`config.mk`:
```
export PLATFORM = sky130hd
export DESIGN_NAME = vga_sync_gen
export DESIGN_NICKNAME = d
export VERILOG_FILES = /design/src/rtl/vga_timing_pkg.sv /design/src/rtl/pixel_tick_gen.sv /design/src/rtl/vga_sync_gen.sv
export SDC_FILE = /design/constraint.sdc
export NUM_CORES = 1
export LEC_CHECK = 0
export BUFFER_PORTS_ARGS = -buffer_cell sky130_fd_sc_hd__buf_2
export CAP_MARGIN = 20
export CORE_ASPECT_RATIO = 0.6
export CORE_MARGIN = 1.5
export CORE_UTILIZATION = 46
export CTS_CLUSTER_DIAMETER = 80
export DETAILED_ROUTE_END_ITERATION = 8
export PLACE_DENSITY = 0.67
export SETUP_SLACK_MARGIN = 0.05
export SYNTH_ARGS = -nofsm -noshare
export SYNTH_HDL_FRONTEND = slang
export SYNTH_SLANG_ARGS = --single-unit
```
`constraint.sdc`:
```
create_clock -name clk -period 2.9 [get_ports clk]
set_input_delay 0.58 -clock clk [delete_from_list [all_inputs] [get_ports clk]]
set_output_delay 0.58 -clock clk [all_outputs]
set_load 0.05 [all_outputs]
```
`src/rtl/vga_timing_pkg.sv`:
```
// Shared VGA timing constants (640x480@60 defaults), coordinate width and the
// registered sync bundle used by vga_sync_gen.
package vga_timing_pkg;

    localparam int COORD_W   = 10;
    localparam int COORD_MAX = 1 << COORD_W;

    localparam int DEF_H_ACTIVE = 640;
    localparam int DEF_H_FP     = 16;
    localparam int DEF_H_SYNC   = 96;
    localparam int DEF_H_BP     = 48;
    localparam int DEF_V_ACTIVE = 480;
    localparam int DEF_V_FP     = 10;
    localparam int DEF_V_SYNC   = 2;
    localparam int DEF_V_BP     = 33;

    localparam int DEF_H_TOTAL = DEF_H_ACTIVE + DEF_H_FP + DEF_H_SYNC + DEF_H_BP;
    localparam int DEF_V_TOTAL = DEF_V_ACTIVE + DEF_V_FP + DEF_V_SYNC + DEF_V_BP;

    typedef struct packed {
        logic hsync;
        logic vsync;
        logic video_on;
    } sync_t;

    // (0,0) is visible, so the undelayed flags come out of reset with video_on high.
    localparam sync_t SYNC_RST       = '{hsync: 1'b1, vsync: 1'b1, video_on: 1'b1};
    localparam sync_t SYNC_ALIGN_RST = '{hsync: 1'b1, vsync: 1'b1, video_on: 1'b0};

    function automatic logic in_window(input logic [COORD_W-1:0] val,
                                       input logic [COORD_W-1:0] lo,
                                       input logic [COORD_W-1:0] hi);
        return (val >= lo) && (val <= hi);
    endfunction

endpackage

```
`src/rtl/pixel_tick_gen.sv`:
```
// Divides the system clock into a one-clk pixel enable every CLK_DIV clocks.
// With CLK_DIV=1 the counter sits at 0 and the enable is permanently high.
module pixel_tick_gen #(
    parameter int CLK_DIV = 2
) (
    input  logic clk,
    input  logic rst_n,
    output logic pixel_tick
);

    localparam int DIV_W = (CLK_DIV > 1) ? $clog2(CLK_DIV) : 1;
    localparam logic [DIV_W-1:0] DIV_LAST = DIV_W'(CLK_DIV - 1);

    if (CLK_DIV < 1) begin : g_div_chk
        $error("pixel_tick_gen: CLK_DIV must be at least 1");
    end

    logic [DIV_W-1:0] div_cnt_q;
    logic [DIV_W-1:0] div_cnt_d;
    logic             at_last;

    assign at_last = (div_cnt_q == DIV_LAST);

    always_comb begin
        div_cnt_d = div_cnt_q + 1'b1;
        if (at_last) begin
            div_cnt_d = '0;
        end
    end

    always_ff @(posedge clk or negedge rst_n) begin
        if (!rst_n) begin
            div_cnt_q <= '0;
        end else begin
            div_cnt_q <= div_cnt_d;
        end
    end

    // Decoded from the register so the tick is glitch-free and 0 in reset.
    assign pixel_tick = at_last;

endmodule

```
`src/rtl/vga_sync_gen.sv`:
```
// VGA timing generator: pixel coordinates, active-low syncs, blanking flag and
// frame tick. Define VGA_SYNC_ALIGN_EN to delay hsync/vsync/video_on by 2 clks.
module vga_sync_gen
    import vga_timing_pkg::*;
#(
    parameter int CLK_DIV  = 2,
    parameter int H_ACTIVE = DEF_H_ACTIVE,
    parameter int H_FP     = DEF_H_FP,
    parameter int H_SYNC   = DEF_H_SYNC,
    parameter int H_BP     = DEF_H_BP,
    parameter int V_ACTIVE = DEF_V_ACTIVE,
    parameter int V_FP     = DEF_V_FP,
    parameter int V_SYNC   = DEF_V_SYNC,
    parameter int V_BP     = DEF_V_BP
) (
    input  logic               clk,
    input  logic               rst_n,
    output logic [COORD_W-1:0] H_Coord,
    output logic [COORD_W-1:0] V_Coord,
    output logic               hsync,
    output logic               vsync,
    output logic               video_on,
    output logic               pixel_tick,
    output logic               frame_tick
);

    localparam int H_TOTAL = H_ACTIVE + H_FP + H_SYNC + H_BP;
    localparam int V_TOTAL = V_ACTIVE + V_FP + V_SYNC + V_BP;

    if (H_TOTAL > COORD_MAX) begin : g_h_total_chk
        $error("vga_sync_gen: H_TOTAL exceeds the coordinate range");
    end
    if (V_TOTAL > COORD_MAX) begin : g_v_total_chk
        $error("vga_sync_gen: V_TOTAL exceeds the coordinate range");
    end

    localparam logic [COORD_W-1:0] H_LAST   = COORD_W'(H_TOTAL - 1);
    localparam logic [COORD_W-1:0] V_LAST   = COORD_W'(V_TOTAL - 1);
    localparam logic [COORD_W-1:0] H_VIS    = COORD_W'(H_ACTIVE);
    localparam logic [COORD_W-1:0] V_VIS    = COORD_W'(V_ACTIVE);
    localparam logic [COORD_W-1:0] HS_FIRST = COORD_W'(H_ACTIVE + H_FP);
    localparam logic [COORD_W-1:0] HS_LAST  = COORD_W'(H_ACTIVE + H_FP + H_SYNC - 1);
    localparam logic [COORD_W-1:0] VS_FIRST = COORD_W'(V_ACTIVE + V_FP);
    localparam logic [COORD_W-1:0] VS_LAST  = COORD_W'(V_ACTIVE + V_FP + V_SYNC - 1);

    logic               tick;
    logic [COORD_W-1:0] h_q, h_d;
    logic [COORD_W-1:0] v_q, v_d;
    logic               h_last, v_last;
    sync_t              sync_q, sync_d;
    logic               frame_q, frame_d;
    sync_t              sync_out;

    pixel_tick_gen #(
        .CLK_DIV (CLK_DIV)
    ) u_pixel_tick_gen (
        .clk        (clk),
        .rst_n      (rst_n),
        .pixel_tick (tick)
    );

    assign h_last = (h_q == H_LAST);
    assign v_last = (v_q == V_LAST);

    always_comb begin
        h_d = h_q;
        v_d = v_q;
        if (tick) begin
            if (h_last) begin
                h_d = '0;
                v_d = v_last ? '0 : v_q + 1'b1;
            end else begin
                h_d = h_q + 1'b1;
            end
        end
    end

    // Decoding the next coordinates keeps the registered flags in step with H/V.
    always_comb begin
        sync_d.hsync    = ~in_window(h_d, HS_FIRST, HS_LAST);
        sync_d.vsync    = ~in_window(v_d, VS_FIRST, VS_LAST);
        sync_d.video_on = (h_d < H_VIS) && (v_d < V_VIS);
        frame_d         = tick && h_last && v_last;
    end

    always_ff @(posedge clk or negedge rst_n) begin
        if (!rst_n) begin
            h_q     <= '0;
            v_q     <= '0;
            sync_q  <= SYNC_RST;
            frame_q <= 1'b0;
        end else begin
            h_q     <= h_d;
            v_q     <= v_d;
            sync_q  <= sync_d;
            frame_q <= frame_d;
        end
    end

`ifdef VGA_SYNC_ALIGN_EN
    // Two stages to match the score renderer's pixel pipeline.
    sync_t sync_dly1_q;
    sync_t sync_dly2_q;

    always_ff @(posedge clk or negedge rst_n) begin
        if (!rst_n) begin
            sync_dly1_q <= SYNC_ALIGN_RST;
            sync_dly2_q <= SYNC_ALIGN_RST;
        end else begin
            sync_dly1_q <= sync_q;
            sync_dly2_q <= sync_dly1_q;
        end
    end

    assign sync_out = sync_dly2_q;
`else
    assign sync_out = sync_q;
`endif

    assign H_Coord    = h_q;
    assign V_Coord    = v_q;
    assign hsync      = sync_out.hsync;
    assign vsync      = sync_out.vsync;
    assign video_on   = sync_out.video_on;
    assign pixel_tick = tick;
    assign frame_tick = frame_q;

endmodule

```
==> flow_summary.ini, run 1 <==
[run_status]
status = complete, no violations

[critical_path]
start_kind = flop
slowest_delay_ns = 0.42
cp.arrival_ns = 2.36
cp_num_buf_inv = 0
path_class = reg -> reg
critPathMaxFanout = 8
crit_slowest_cell = dfrtp_1
end_kind = flop
path_common_cell = and4_1
crit_required_ns = 3.09
cp_top_family = simple AND/OR/NAND/NOR gates
cp_cell_sequence = ha_1 > and3_2 > and4_1 > and3_1 > xor2_1 > and4_1 > nand4bb_1

[clocking]
clkTransAtPathRegs_ns = 0.09
cts_tree = done
cts_resized = 0
htree_levels = 1
insertion_delay_ns = 0.27
cts_buffers = 3
cts.sinks = 25
post_cts_buffers = 0
cts_hold_buf = 0
cts_root_buf = clkbuf_8
clock_path_buffers = 2

[yosys]
yosys.cell_types.count = 44
synth-seq-cells = 25
ys.flop_type = dfrtp_1
synthAdderAreaFrac = 0.02806
synthMuxAreaShare = 0.01871
syn_nets = 133
netlist_instances = 128
yosysSeqAreaShare = 0.4705
syn_area_per_cell_sq_um = 10.45
synth-simple-area-share = 0.2685
synth_top_family_by_area = simple AND/OR/NAND/NOR gates
netlist_area_sq_um = 1338
synth_compound_area_frac = 0.1038
synth_xor_area_frac = 0.07109
synth_edf_count = 0
async_flop_share = 1.000
ys_warn_count = 0

[timing]
period_share = 0.7470
rsz0062_at_grt = no
fmax_ghz = 0.4616
drv_slew = 0
hold_violations = 0
tns_ns = 0
worst_pin_slew_ns = 0.5548
final.setup_skew_ns = 0.007288
min_period_ns = 2.166
slew_headroom = 0.6301
holdWs_ns = 0.2874
worst_slack_ns = 0.7338
finalSetupViolations = 0

[finish]
drive_gt1_frac = 0.2829
final_cells = 184
most-common-layout-cells = buf_2, dfrtp_1, nand2_1
nets = 158
fin_area_sq_um = 1516
final_common_cell = buf_2
diodes = 0
synthToLayoutAreaGrowth_pct = 13.38

[power_and_ir_drop]
ir_worst_vdd_v = 0.0002530
powerDensity_nw_per_um2 = 369.5
cellLeakagePower_nw = 0.7313

[routing]
drc = 0
ant_nets = 0
drt-wirelength-per-cell_um = 14.80
wl_um = 2723
vias_per_cell = 5.636
initialDrtViolationCount = 50
drt_pass1_iterations = 4
vias = 1037

[die]
num_rows = 14
die_w_um = 72.62
die_h_um = 44.77
initial_core_util = 0.5090
core_sq_um = 2628
die_area_sq_um = 3251
pin_count = 27

[grt]
first_global_vias = 905
overflow = 0
grt_max_degree = 26
antenna_found_initial = 0
grtUsageTotal = 0.1998
grt_first_pass_wirelength_um = 4719

[placement]
port_buffers = 26
place_congestion = 0.8212
dp_hpwl_um = 2034
place_ws_ns = 0.7383
place_inst = 180
place_area_sq_um = 1470

[hold_path]
hold_class = in -> async

[flow_run]
drv_cap = 0
==> routing by layer <==
| metal | part of all wire | GRT usage | vias up | wire length, um |
|---|---|---|---|---|
| li1 | - | - | 517 | - |
| met1 | 0.57 | 0.3233 | 488 | 1544 |
| met2 | 0.37 | 0.2495 | 27 | 994 |
| met3 | 0.057 | 0.06027 | 5 | 155 |
| met4 | 0.010 | 0.05660 | 0 | 28 |
| met5 | 0 | 0 | - | 0 |
==> where the power goes <==
group          internal, W  leakage [nW]  switching [W]
clock            0.0000961        0.0255       0.000109
sequential        0.000348         0.325              0
combinational  0.000000481         0.381     0.00000648
==> worst paths after layout <==
path / startpoint / end / slack (ns) / cells after the start
setup reg to reg: H_Coord[0]$_DFF_PN0_ / vsync$_DFF_PN1_ / 0.73 / 7
min in group clk: H_Coord[2]$_DFF_PN0_ / H_Coord[2]$_DFF_PN0_ / 0.53 / 1
max in group asynchronous: rst_n / vsync$_DFF_PN1_ / 2.24 / 1
hold / removal: rst_n / H_Coord[4]$_DFF_PN0_ / 0.29 / 1
hold reg to reg: H_Coord[2]$_DFF_PN0_ / H_Coord[2]$_DFF_PN0_ / 0.53 / 1
setup / recovery: H_Coord[0]$_DFF_PN0_ / vsync$_DFF_PN1_ / 0.73 / 7
==> state kept, by name (all words and copies together) (netlist names) <==
signal,cells
u_pixel_tick_gen.pixel_tick,1
hsync,1
vsync,1
video_on,1
V_Coord,10
frame_tick,1
H_Coord,10
==> cells by family (layout without fill, tap and decap cells) <==
kind of cell	after synthesis	in the layout
AO/OA/AOI/OAI	20	20
XOR/XNOR	10	10
adder cells (fa/ha/maj)	3	3
buffers and inverters	10	34
flip-flops	25	25
multiplexers	2	2
AND/OR/NAND/NOR	58	58
==> synth_stat cells (4+ instances only) <==
cell type  count  area share
dfrtp_1       22        0.41
nand2_1       13       0.036
nor2_1         7       0.020
o21ai_0        6       0.022
xor2_1         6       0.039
and3_1         5       0.023
nand3_1        5       0.019
nand4_1        5       0.023
and4_1         4       0.026
inv_1          4       0.011
nor3_1         4       0.015
==> per-stage QoR <==
step | power (W) | utilization
floorplan | 0.0003553 | -
global placement | 0.0003625 | 0.5595
detailed placement | 0.0003628 | 0.5595
CTS | 0.0005704 | 0.5771
global route | 0.0005868 | 0.5771
finish | 0.0005603 | 0.5771
==> layout make-up <==
cell class | count | area [sq um]
Multi-Input combinational cell | 93 | 655.6
Inverter | 4 | 15.01
Timing Repair Buffer | 26 | 130.1
Fill cell | 237 | 1111
Clock inverter | 1 | 5.005
Tap cell | 32 | 40.04
Clock buffer | 3 | 41.29
Sequential cell | 25 | 629.4
==> worst reg2reg max path: stages (launching register included) <==
cell,delay (ns)
dfrtp_1,0.42
ha_1,0.23
and3_2,0.25
and4_1,0.39
and3_1,0.22
xor2_1,0.18
and4_1,0.28
nand4bb_1,0.11
Note: power is estimated with default switching activity, not from simulation.
==> inputs of run 2 (changes only) <==
==> constraint.sdc (replaced) <==
create_clock -name clk -period 2.15 [get_ports clk]
set_input_delay 0.43 -clock clk [delete_from_list [all_inputs] [get_ports clk]]
set_output_delay 0.43 -clock clk [all_outputs]
set_load 0.05 [all_outputs]
==> run 2 against run 1 <==
Clock-buffer cell count is 1 higher. Sequential power is 35% higher. Clock power is 33% higher. Register-to-register slack worse by 0.58 ns. Sequential cell count stayed put. Setup slack worse by 0.58 ns. First-iteration DRC count is 38% higher. Non-clock buffer count is 10 higher. Core utilization is 4.4 points higher. Largest cell class unchanged.
==> flow_summary.ini, run 2 (same netlist as run 1, synthesis figures left out) <==
[run_status]
status = complete, no violations

[finish]
most-common-layout-cells = buf_2, dfrtp_1, nand2_1
synthToLayoutAreaGrowth_pct = 21.98
drive_gt1_frac = 0.3951
diodes = 0
fin_area_sq_um = 1632
final_common_cell = buf_2
nets = 168

[critical_path]
cp.arrival_ns = 2.17
critPathMaxFanout = 4
r2r_start = H_Coord[1]$_DFF_PN0_
end_kind = flop
start_kind = flop
reg2regPathDepth = 7
crit_required_ns = 2.32
reg2reg_slack_ns = 0.15
r2r_end = video_on$_DFF_PN1_
path_class = reg -> reg

[routing]
vias = 1103
drt_pass1_iterations = 4
ant_nets = 0
wl_um = 3044
drt-wirelength-per-cell_um = 15.69
initialDrtViolationCount = 69
drc = 0
vias_per_cell = 5.686

[hold_path]
hold_class = in -> async

[power_and_ir_drop]
cellLeakagePower_nw = 0.7723
ir_worst_vdd_v = 0.0003648
finalPower_w = 0.0007518
powerDensity_nw_per_um2 = 460.8

[grt]
antenna_found_initial = 0
first_global_vias = 974
overflow = 0
grt_first_pass_wirelength_um = 4857
grtUsageTotal = 0.2059
grt_max_degree = 26

[placement]
port_buffers = 26
place_area_sq_um = 1553
place_congestion = 0.8269
dp_hpwl_um = 2257

[clocking]
cts_tree = done
htree_levels = 1
cts.sinks = 25
cts_hold_buf = 0
cts_root_buf = clkbuf_8
insertion_delay_ns = 0.27
clkTransAtPathRegs_ns = 0.08
cts_buffers = 3
clock_path_buffers = 2

[die]
die_h_um = 44.77
num_rows = 14
initial_core_util = 0.5090
core_sq_um = 2628
die_area_sq_um = 3251
die_w_um = 72.62
pin_count = 27

[timing]
worst_pin_slew_ns = 0.5473
drv_slew = 0
slew_headroom = 0.6351
period_share = 0.9304
rsz0062_at_grt = no
final.setup_skew_ns = 0.003008
tns_ns = 0
holdWs_ns = 0.1403
fmax_ghz = 0.4999
hold_violations = 0
finalSetupViolations = 0
min_period_ns = 2.000

[flow_run]
drv_cap = 0
[run 2: per-layer routing]
metal  vias to the layer above  part of all wire  GRT usage
met5                         -                 0          0
met4                         0             0.019    0.05660
met3                         6             0.079    0.05580
met2                        45              0.39     0.2771
met1                       519              0.51     0.3232
li1                        533                 -          -
[run 2: worst max path at each step]
stage / from / end / slack, ns / depth (start not counted)
floorplan: H_Coord[0]$_DFF_PN0_ / video_on$_DFF_PN1_ / 0.05 / 8
global placement: H_Coord[0]$_DFF_PN0_ / hsync$_DFF_PN1_ / 0.14 / 7
detailed placement: H_Coord[0]$_DFF_PN0_ / hsync$_DFF_PN1_ / 0.05 / 7
CTS: H_Coord[1]$_DFF_PN0_ / hsync$_DFF_PN1_ / 0.07 / 7
global route: H_Coord[1]$_DFF_PN0_ / video_on$_DFF_PN1_ / 0.08 / 7
finish: H_Coord[1]$_DFF_PN0_ / video_on$_DFF_PN1_ / 0.15 / 7
[run 2: repair_timing]
action	in CTS	in global routing
gates resized for setup	0	5
buffers inserted	2	0
endpoints found under the setup margin	1	3
pin swaps	0	1
[run 2: critical path, cell delays in order (launching register included)]
cell and delay [ns]:
dfrtp_2 0.43, ha_4 0.17, and3_2 0.21, and4_1 0.26, and3_1 0.20, xor2_1 0.16, and4_1 0.25, a2111oi_2 0.22
[run 2: report_power, final]
group            total, W  internal [W]  switching, W
Sequential       0.000470      0.000470             0
Clock            0.000273      0.000132      0.000140
Combinational  0.00000927   0.000000649    0.00000862
Total            0.000752      0.000603      0.000149
[run 2: cell type report]
type | count | area, sq um
clock buffers | 4 | 45.04
fillers | 225 | 996.0
inverters | 4 | 15.01
multi-input cells | 93 | 686.9
flip-flops and latches | 25 | 639.4
well taps | 32 | 40.04
repair buffers | 36 | 205.2
[run 2: stage by stage]
stage	std cells	setup slack [ns]	util
after floorplan	128	0.04683	-
after global placement	188	0.1430	0.5910
after detailed placement	188	0.04504	0.5910
after CTS	194	0.06561	0.6138
after global routing	194	0.07874	0.6210
final	194	0.1495	0.6210
